`config.mk`:
```
export PLATFORM = sky130hd
export DESIGN_NAME = imm_ext_pipe
export DESIGN_NICKNAME = d
export VERILOG_FILES = /design/src/rtl/imm_ext_pipe.sv
export SDC_FILE = /design/constraint.sdc
export NUM_CORES = 1
export LEC_CHECK = 0
export CELL_PAD_IN_SITES_DETAIL_PLACEMENT = 1
export CELL_PAD_IN_SITES_GLOBAL_PLACEMENT = 1
export CORE_ASPECT_RATIO = 1.1
export CORE_MARGIN = 3
export CORE_UTILIZATION = 43
export DETAILED_ROUTE_END_ITERATION = 10
export GPL_ROUTABILITY_DRIVEN = 0
export PLACE_DENSITY_LB_ADDON = 0.05
export SLEW_MARGIN = 20
export SYNTH_ARGS = -nofsm -noshare
export SYNTH_HDL_FRONTEND = slang
export SYNTH_SLANG_ARGS = --single-unit
```
`constraint.sdc`:
```
create_clock -name clk -period 3.3 [get_ports clk]
set_input_delay 0.66 -clock clk [delete_from_list [all_inputs] [get_ports clk]]
set_output_delay 0.66 -clock clk [all_outputs]
set_load 0.01 [all_outputs]
```
`src/rtl/imm_ext_pipe.sv`:
```
// Pipelined immediate-extension unit: four extension modes and a sideband tag,
// with a valid/ready handshake and a one-entry skid buffer behind the output register.
module imm_ext_pipe #(
  parameter int IN_W     = 16,
  parameter int OUT_W    = 32,
  parameter int TAG_W    = 5,
  parameter int BR_SHIFT = 2
) (
  input  logic             clk,
  input  logic             rst,
  input  logic             in_valid,
  output logic             in_ready,
  input  logic [IN_W-1:0]  in_imm,
  input  logic [1:0]       in_mode,
  input  logic [TAG_W-1:0] in_tag,
  output logic             out_valid,
  input  logic             out_ready,
  output logic [OUT_W-1:0] out_imm,
  output logic [TAG_W-1:0] out_tag
);

  localparam int PAD_W = OUT_W - IN_W;

  // Extension is applied on accept, so only finished results are stored.
  function automatic logic [OUT_W-1:0] extend(input logic [IN_W-1:0] imm,
                                              input logic [1:0] mode);
    logic [OUT_W-1:0] sext;
    sext = {{PAD_W{imm[IN_W-1]}}, imm};
    case (mode)
      2'b00:   extend = sext;
      2'b01:   extend = {{PAD_W{1'b0}}, imm};
      2'b10:   extend = {imm, {PAD_W{1'b0}}};
      2'b11:   extend = sext << BR_SHIFT;
      default: extend = sext;
    endcase
  endfunction

  logic             or_valid_r;
  logic [OUT_W-1:0] or_imm_r;
  logic [TAG_W-1:0] or_tag_r;
  logic             sk_valid_r;
  logic [OUT_W-1:0] sk_imm_r;
  logic [TAG_W-1:0] sk_tag_r;

  logic             accept_s;
  logic             or_free_s;
  logic [OUT_W-1:0] ext_s;

  // in_ready depends only on registered skid state and reset, never on out_ready.
  assign in_ready  = !sk_valid_r && !rst;
  assign accept_s  = in_valid && in_ready;
  assign or_free_s = !or_valid_r || out_ready;
  assign ext_s     = extend(in_imm, in_mode);

  assign out_valid = or_valid_r;
  assign out_imm   = or_imm_r;
  assign out_tag   = or_tag_r;

  // Output register and skid buffer update; the skid entry always drains first to keep order.
  always_ff @(posedge clk or posedge rst) begin
    if (rst) begin
      or_valid_r <= 1'b0;
      or_imm_r   <= {OUT_W{1'b0}};
      or_tag_r   <= {TAG_W{1'b0}};
      sk_valid_r <= 1'b0;
      sk_imm_r   <= {OUT_W{1'b0}};
      sk_tag_r   <= {TAG_W{1'b0}};
    end else if (or_free_s) begin
      if (sk_valid_r) begin
        or_valid_r <= 1'b1;
        or_imm_r   <= sk_imm_r;
        or_tag_r   <= sk_tag_r;
        sk_valid_r <= accept_s;
        if (accept_s) begin
          sk_imm_r <= ext_s;
          sk_tag_r <= in_tag;
        end
      end else begin
        or_valid_r <= accept_s;
        if (accept_s) begin
          or_imm_r <= ext_s;
          or_tag_r <= in_tag;
        end
      end
    end else if (accept_s) begin
      sk_valid_r <= 1'b1;
      sk_imm_r   <= ext_s;
      sk_tag_r   <= in_tag;
    end
  end

endmodule

```
; Word level (Yosys, flattened, before mapping)
; Cells that the tools add are included.
[op_classes]
reduce_logical = 10
mux = 15
eq_ne = 4
[op_table]
columns = op, n
row1 = 32-bit two-way mux, 5
row2 = 32-bit one-hot mux with 4 select lines, 1
row3 = 5-bit two-way mux, 5
row4 = "2-bit equality test, second input constant", 2
row5 = 1-bit two-way mux, 4
row6 = 2-bit nonzero test, 2
row7 = 1-bit zero test, 3
row8 = "2-bit by 1-bit equality test with 1-bit output, second input constant", 1
row9 = 1-bit logical AND, 2
row10 = 2-bit zero test, 1
row11 = "2-bit inequality test, second input constant", 1
row12 = 2-bit AND reduction, 1
row13 = 1-bit logical OR, 1
[totals]
inputBits = 27
elab_cells = 35
regBits = 76

; Depth between registers and ports, before layout
; Gate-level depths: netlist of run 1.
[depth]
ltp_word = 6
mapped_depth = 6

; Worst setup path before layout of run 1
; No wires, ideal clock.
[synth_timing]
path_type = input port to flip-flop
startpoint = in in_mode[1]
endpoint = reg sk_imm_r[4]
setup_slack_ns = 1.586
setup_ns = 0.125
arrival_time_ns = 1.590
required_ns = 3.175
path_stages = 6
cell_sequence = buf_2 -> and2_4 -> buf_6 -> buf_6 -> a22o_1 -> mux2_2
[synth_via]
elab_chain_cells = 5
[synth_rtl]
columns = item, line
row1 = start: declaration, 14  ; input logic [1:0] in_mode,
row2 = "2-bit equality test, or another cell as far along", 29  ; case (mode)
row3 = 32-bit one-hot mux with 4 select lines *, 29
row4 = 32-bit two-way mux *, "74, 85"
row5 = 32-bit two-way mux, 69  ; if (sk_valid_r) begin
row6 = 32-bit two-way mux *, 68  ; end else if (or_free_s) begin
row7 = end signal: assignment, 66  ; sk_imm_r <= {OUT_W{1'b0}};
row8 = end signal: assignment, 75  ; sk_imm_r <= ext_s;
row9 = end signal: assignment, 87  ; sk_imm_r <= ext_s;
row10 = end: declaration, 42  ; logic [OUT_W-1:0] sk_imm_r;
; Mark *: on every way between the ends. The rest lies on a longest branch, timed or not. The select of a mux whose other input is x is not followed.
; A chain may end at the register's enable or synchronous reset.

; Worst setup path after layout of run 1
[layout_timing]
startpoint = in rst
endpoint = out in_ready
[layout_via]
elab_chain_cells = 2
[layout_rtl]
columns = item, line
row1 = start: declaration, 10  ; input logic rst,
row2 = 1-bit zero test (no source line), --
row3 = 1-bit logical AND, 50  ; assign in_ready = !sk_valid_r && !rst;
row4 = end: declaration, 12  ; output logic in_ready,
; No other way between the ends.

==> impl_results.md, run 1 <==
- Die height: between 100 and 150 µm
- Max Freq: around 400 MHz
- Clock Skew: roughly 0.015 ns
- Port bufs: 65
- Nets: 440
- Clock tree buffer depth: 2
- Die Wd: 99.4 µm
- Post-CTS Resized: 0
- Final Max Slew Viols: 0
- Slowest CP cell: clkdlybuf4s50_1
- Yosys cell types: 28
- Type of the most critical hold path: reg2reg
- Remaining DRCs: 0
- TNS Setup: 0 ns
- Crit-path max cell delay: ~0.56 ns
- Pin count of the biggest net entering global routing: 52
- Fin. Hold Viols: 0
- Congestion Overflow GR: 0
- Share of post-route cells with drive strength above 1: 19.4%
- DR vias: about 3200
- DRT iter0 DRCs: 124
- Total Routing Usage GR: roughly 22%
- First-pass GRT wire length: 18600 µm
- CTS Buf Count: 9
- Mapped cell area: 0.00413 mm²
- Syn_nets: 393
- H-tree depth: 3
- WL final: 11400 µm
- Status: finished clean
- Minimum clock period: between 2 and 2.5 ns
- Initial core utilization: a little under half
- Final setup fails: 0
- Worst EP arrival: roughly 1.8 ns
- Post-DP HPWL: between 7000 and 8000 µm
- Root Driver: clkbuf_8
- Fillers: 968
- RSZ-0062 raised after global routing: false
- Max cap viols: 0
- Ys Warns: 0
- Setup Buffers After CTS: 0
- CTS tree: yes
- Worst setup SP type: primary input
- Crit Path Max Fanout: 3
- Slew HR: a little under half
- Vias per Instance: about 6
- Cells after Synth: 366
- Slew @ Worst Pin: about 0.81 ns
- Antenna violations before repair: 0
- Fin Hold WS: approximately 0.49 ns
- Row count: 36
- CP Class: in2out
- Worst-path cell chain: clkdlybuf4s50_1, nor2_1, clkdlybuf4s50_1
- Number of synthesized flops with an enable pin: 0
- Clock Pin Slew Worst Setup and Hold Paths: ~0.080 ns
- I/O Pins: 66
- Pwr Density: around 570 mW/mm²
- Diodes inserted: 0
- Top cell by count, worst path: clkdlybuf4s50_1
- Syn Area/Cell: roughly 11 µm²
- Post-route ant nets: 0
- P&R area growth vs syn: 21.0%
- Post-synth ARST share: 100%
- Post-synth top flop: dfrtp_1
- Cts-stage hold buffer count: 0
- Static Leak: between 2 and 2.5 nW
- Period utilization: between 70% and 80%
- Full die area: 0.0108 mm²
- Core area: 0.00910 mm²
- Nature of the critical path endpoint: primary output
- First-pass DRT Iterations: 4
- Post-synthesis sequential area ratio: roughly 46%
- Max VDD drop: 0.296 mV
- Critical Path RT: 2.64 ns
- Worst skew pair latency: 0.35 ns
- Clock net sink count: 76
- Vias in the first global route: between 3000 and 4000
- Yosys reg bits: 76
- Routed WL per cell: around 21 µm
[critical path, delay by kind of cell]
family	cells	cell delay [ns]
buffers and inverters	2	1.03
AND/OR/NAND/NOR	1	0.15
[final timing paths]
kind / cells after the start / end / from / slack (ns)
setup / recovery: 3 / in_ready / rst / 0.80
hold reg to reg: 1 / out_imm[23]$_DFFE_PP0P_ / out_imm[23]$_DFFE_PP0P_ / 0.49
max in group asynchronous: 3 / out_imm[29]$_DFFE_PP0P_ / rst / 1.82
hold / removal: 1 / out_imm[23]$_DFFE_PP0P_ / out_imm[23]$_DFFE_PP0P_ / 0.49
min in group asynchronous: 2 / out_valid$_DFFE_PP0N_ / rst / 0.77
setup reg to reg: 4 / out_imm[21]$_DFFE_PP0P_ / sk_valid_r$_DFFE_PP0P_ / 1.31
[cells in the final DEF, fill, tap and decap left out, types with 2 or more instances in the layout]
cell type	instances
a211oi_1	15
a21oi_1	15
a221oi_1	14
a22o_1	14
buf_4	10
clkbuf_8	10
clkdlybuf4s50_1	65
dfrtp_1	75
inv_1	18
inv_2	2
mux2_2	48
mux2i_1	17
nand2_1	4
nand2b_1	32
nor2_1	4
o211ai_1	29
o2bb2ai_1	29
[through the flow]
stage / util [%] / power (W) / cells / area, µm² / setup slack [ns]
after floorplan: - / 0.00177 / 366 / 4130 / 0.702
after global placement: 52.7 / 0.00211 / 516 / 4790 / 0.657
after detailed placement: 52.7 / 0.00214 / 516 / 4790 / 0.617
after CTS: 54.9 / 0.00289 / 532 / 4990 / 0.785
after global routing: 54.9 / 0.00302 / 532 / 4990 / 0.755
final: 54.9 / 0.00286 / 532 / 4990 / 0.802
[synthesized netlist by cell type, types with 6 or more instances]
master	instances	area share (%)
mux2_2	48	13
a211oi_1	15	2.7
buf_2	16	1.9
o211ai_1	29	5.3
mux2i_1	17	4.1
inv_1	19	1.7
clkbuf_1	12	1.1
a221oi_1	14	3.0
nand2b_1	32	4.9
buf_6	6	1.6
o2bb2ai_1	29	6.2
a22o_1	14	3.0
a21oi_1	15	1.8
dfrtp_1	76	46
[where the power goes]
| part | switching (W) | total [W] | internal, W |
|---|---|---|---|
| sequential | 0.000124 | 0.00130 | 0.00117 |
| combinational | 0.000350 | 0.000819 | 0.000469 |
| clock | 0.000373 | 0.000747 | 0.000374 |
| total | 0.000847 | 0.00286 | 0.00202 |
[sequential cells by signal (all words and copies together) (netlist names)]
register and cells:
out_imm 32, out_tag 5, out_valid 1, sk_imm_r 32, sk_tag_r 5, sk_valid_r 1
[cell families after synthesis]
family          share of synthesized area [%]
compound gates                           22.7
buf+inv                                  7.40
flops                                    46.1
mux                                      17.2
simple gates                             6.55
[routing by layer]
metal | wire length (µm) | share of wire, % | track usage (%) | up-vias
li1 | - | - | - | 1454
met1 | 5160 | 45 | 30.1 | 1667
met2 | 5690 | 50 | 36.9 | 77
met3 | 430 | 3.8 | 2.56 | 9
met4 | 92 | 0.81 | 6.73 | 0
met5 | 0 | 0 | 0 | -
[area by class of cell]
class	instances	area [µm²]	share of cell area, %
Clock inverter	5	60.1	1.20
Sequential cell	76	1900	38.1
Multi-Input combinational cell	230	1920	38.5
Inverter	20	75.1	1.50
Tap cell	114	143	2.86
Clock buffer	11	141	2.83
Timing Repair Buffer	76	746	14.9
(Power assumes the default switching activity.)
==> inputs of run 2 (changes only) <==
==> constraint.sdc (replaced) <==
create_clock -name clk -period 2.62 [get_ports clk]
set_input_delay 0.524 -clock clk [delete_from_list [all_inputs] [get_ports clk]]
set_output_delay 0.524 -clock clk [all_outputs]
set_load 0.01 [all_outputs]
==> impl_results.md, run 2 (synthesis results as in run 1) <==
- Antenna violations before repair: 0 (unchanged)
- Crit Path Max Fanout: 3 (unchanged)
- Max cap viols: 0 (unchanged)
- Die height: 109 µm (unchanged)
- Remaining DRCs: 0 (unchanged)
- Worst-path cell chain: clkdlybuf4s50_1, nor2_1, clkdlybuf4s50_1 (unchanged)
- Row count: 36 (unchanged)
- Status: finished clean (unchanged)
- Slowest CP cell: clkdlybuf4s50_1 (unchanged)
- Static Leak: 2.08 nW (about the same)
- Seq pwr share: 46.5% (was 45.3%)
- Post-route ant nets: 0 (unchanged)
- DR vias: 3182 (was 3207)
- WL final: 11000 µm (was 11400 µm)
- Full die area: 0.0108 mm² (unchanged)
- CTS Buf Count: 9 (unchanged)
- RSZ-0062 raised after global routing: false (unchanged)
- Critical Path RT: 2.10 ns (was 2.64 ns)
- Max VDD drop: 0.333 mV (was 0.296 mV)
- Nature of the critical path endpoint: primary output (unchanged)
- Sw Ratio: 30.3% (was 29.6%)
- Setup Buffers After CTS: 0 (unchanged)
- Nets: 444 (was 440)
- Clock network fraction of total power: 24.2% (was 26.1%)
- Crit-path max cell delay: 0.55 ns (was 0.56 ns)
- Worst Path Buf+Inv: 2 (unchanged)
- Total Routing Usage GR: 21.8% (was 22.1%)
- First-pass DRT Iterations: 4 (unchanged)
- Clock Pin Slew Worst Setup and Hold Paths: 0.08 ns (about the same)
- Vias in the first global route: 3355 (was 3447)
- CP Class: in2out (unchanged)
- Clock net sink count: 76 (unchanged)
- Max Freq: 452 MHz
- Fillers: 951 (was 968)
- Vias per Instance: 5.94 (was 6.03)
- Root Driver: clkbuf_8 (unchanged)
- Initial core utilization: 45.4% (unchanged)
- Worst setup SP type: primary input (unchanged)
- Final instance area: 0.00502 mm² (was 0.00499 mm²)
- Worst skew pair latency: 0.36 ns (was 0.35 ns)
- H-tree depth: 3 (unchanged)
- Logic pwr share: 29.3% (was 28.6%)
- Final setup fails: 0 (unchanged)
- Core area: 0.00910 mm² (unchanged)
- TNS Setup: 0 ns (unchanged)
- First-pass GRT wire length: 18400 µm (was 18600 µm)
- Final Max Slew Viols: 0 (unchanged)
- Slew HR: 58.5% (was 45.6%)
- Total power: 0.00352 W (was 0.00286 W)
- Most frequent cells in the layout: dfrtp_1 (75), clkdlybuf4s50_1 (65), mux2_2 (48), nand2b_1 (32) (unchanged)
- Diodes inserted: 0 (unchanged)
- Cts-stage hold buffer count: 0 (unchanged)
- Fin. Hold Viols: 0 (unchanged)
- Minimum clock period: around 2.2 ns
- Share of post-route cells with drive strength above 1: 20.4% (was 19.4%)
- Post-CTS Resized: 0 (unchanged)
- Pwr Density: 701 mW/mm² (was 574 mW/mm²)
- Congestion Overflow GR: 0 (unchanged)
- Clock Skew: 0.0119 ns (was 0.0151 ns)
- I/O Pins: 66 (unchanged)
- Cell family with most CP delay: buffers and inverters (unchanged)
- Net switching power: 0.00107 W (was 0.000847 W)
- Clock tree buffer depth: 2 (unchanged)
- DRT iter0 DRCs: 160 (was 124)
- Die Wd: 99.4 µm (unchanged)
- Routed WL per cell: 20.6 µm (was 21.4 µm)
- Top cell by count, worst path: clkdlybuf4s50_1 (unchanged)
- P&R area growth vs syn: 21.6% (was 21.0%)
- Period utilization: ~84%
- Port bufs: 65 (unchanged)
- Area post-placement: 0.00483 mm² (was 0.00479 mm²)
- Worst EP arrival: 1.69 ns (was 1.84 ns)
- Post-DP HPWL: 7070 µm (was 7180 µm)
- Internal power: 0.00245 W (was 0.00202 W)
- Pin count of the biggest net entering global routing: 77 (was 52)
- CTS tree: yes (unchanged)
- Most common cell after layout, fill and taps aside: dfrtp_1 (unchanged)
- Slew @ Worst Pin: 0.620 ns (was 0.813 ns)
- Type of the most critical hold path: reg2reg (unchanged)
==> run 2: cell count changes in the layout (fill, tap and decap cells not counted), sizes merged <==
cell,previous run,this run
buf,11,15
clkbuf,11,10
inv,21,22
clkinv,2,0
clkinvlp,1,4
bufinv,1,0
==> run 2: area by class of cell <==
type	count	area (µm²)	area share [%]
Multi-Input combinational cell	230	1920	38.3
Sequential cell	76	1900	37.9
Timing Repair Buffer	80	788	15.7
Tap cell	114	143	2.84
Clock buffer	10	138	2.74
Inverter	20	75.1	1.50
Clock inverter	6	47.5	0.947
==> run 2: final timing paths <==
kind,from,to,slack (ns),cells after the start
setup / recovery,rst,in_ready,0.41,3
hold / removal,out_imm[25]$_DFFE_PP0P_,out_imm[25]$_DFFE_PP0P_,0.50,1
setup reg to reg,sk_valid_r$_DFFE_PP0P_,out_tag[4]$_DFFE_PP0P_,0.96,3
hold reg to reg,out_imm[25]$_DFFE_PP0P_,out_imm[25]$_DFFE_PP0P_,0.50,1
max in group asynchronous,rst,sk_imm_r[21]$_DFFE_PP0P_,1.61,3
min in group asynchronous,rst,sk_tag_r[4]$_DFFE_PP0P_,0.65,3
==> run 2: layer usage <==
metal  global-route usage (%)  vias to the layer above  part of all wire [%]
met4                     6.15                        0                  0.77
met2                     35.7                       72                    49
met1                     30.4                     1639                    46
li1                         -                     1462                     -
met3                     2.88                        9                   4.4
met5                        0                        -                     0
==> run 2: power groups by stage <==
stage | logic [W] | clock network, W | registers (W)
after CTS | 0.00105 | 0.000876 | 0.00164
after detailed placement | 0.00104 | 0 | 0.00166
after global routing | 0.00113 | 0.000933 | 0.00168
after floorplan | 0.000543 | 0 | 0.00168
final | 0.00103 | 0.000851 | 0.00164
after global placement | 0.00102 | 0 | 0.00164
==> run 2: per-stage QoR <==
step / cells / setup WS, ns / utilization [%] / hold slack (ns)
5_1_grt: 536 / 0.330 / 55.2 / 0.518
6_report: 536 / 0.407 / 55.2 / 0.495
3_5_place_dp: 520 / 0.406 / 53.1 / 0.473
4_1_cts: 536 / 0.404 / 55.2 / 0.502
2_1_floorplan: 366 / 0.158 / - / 0.470
3_3_place_gp: 520 / 0.426 / 53.1 / 0.476
==> run 2: worst reg2reg max path: stages, from the launching register on <==
cell and delay [ns]:
dfrtp_2 0.43, buf_4 0.45, mux2_2 0.40, mux2_2 0.26
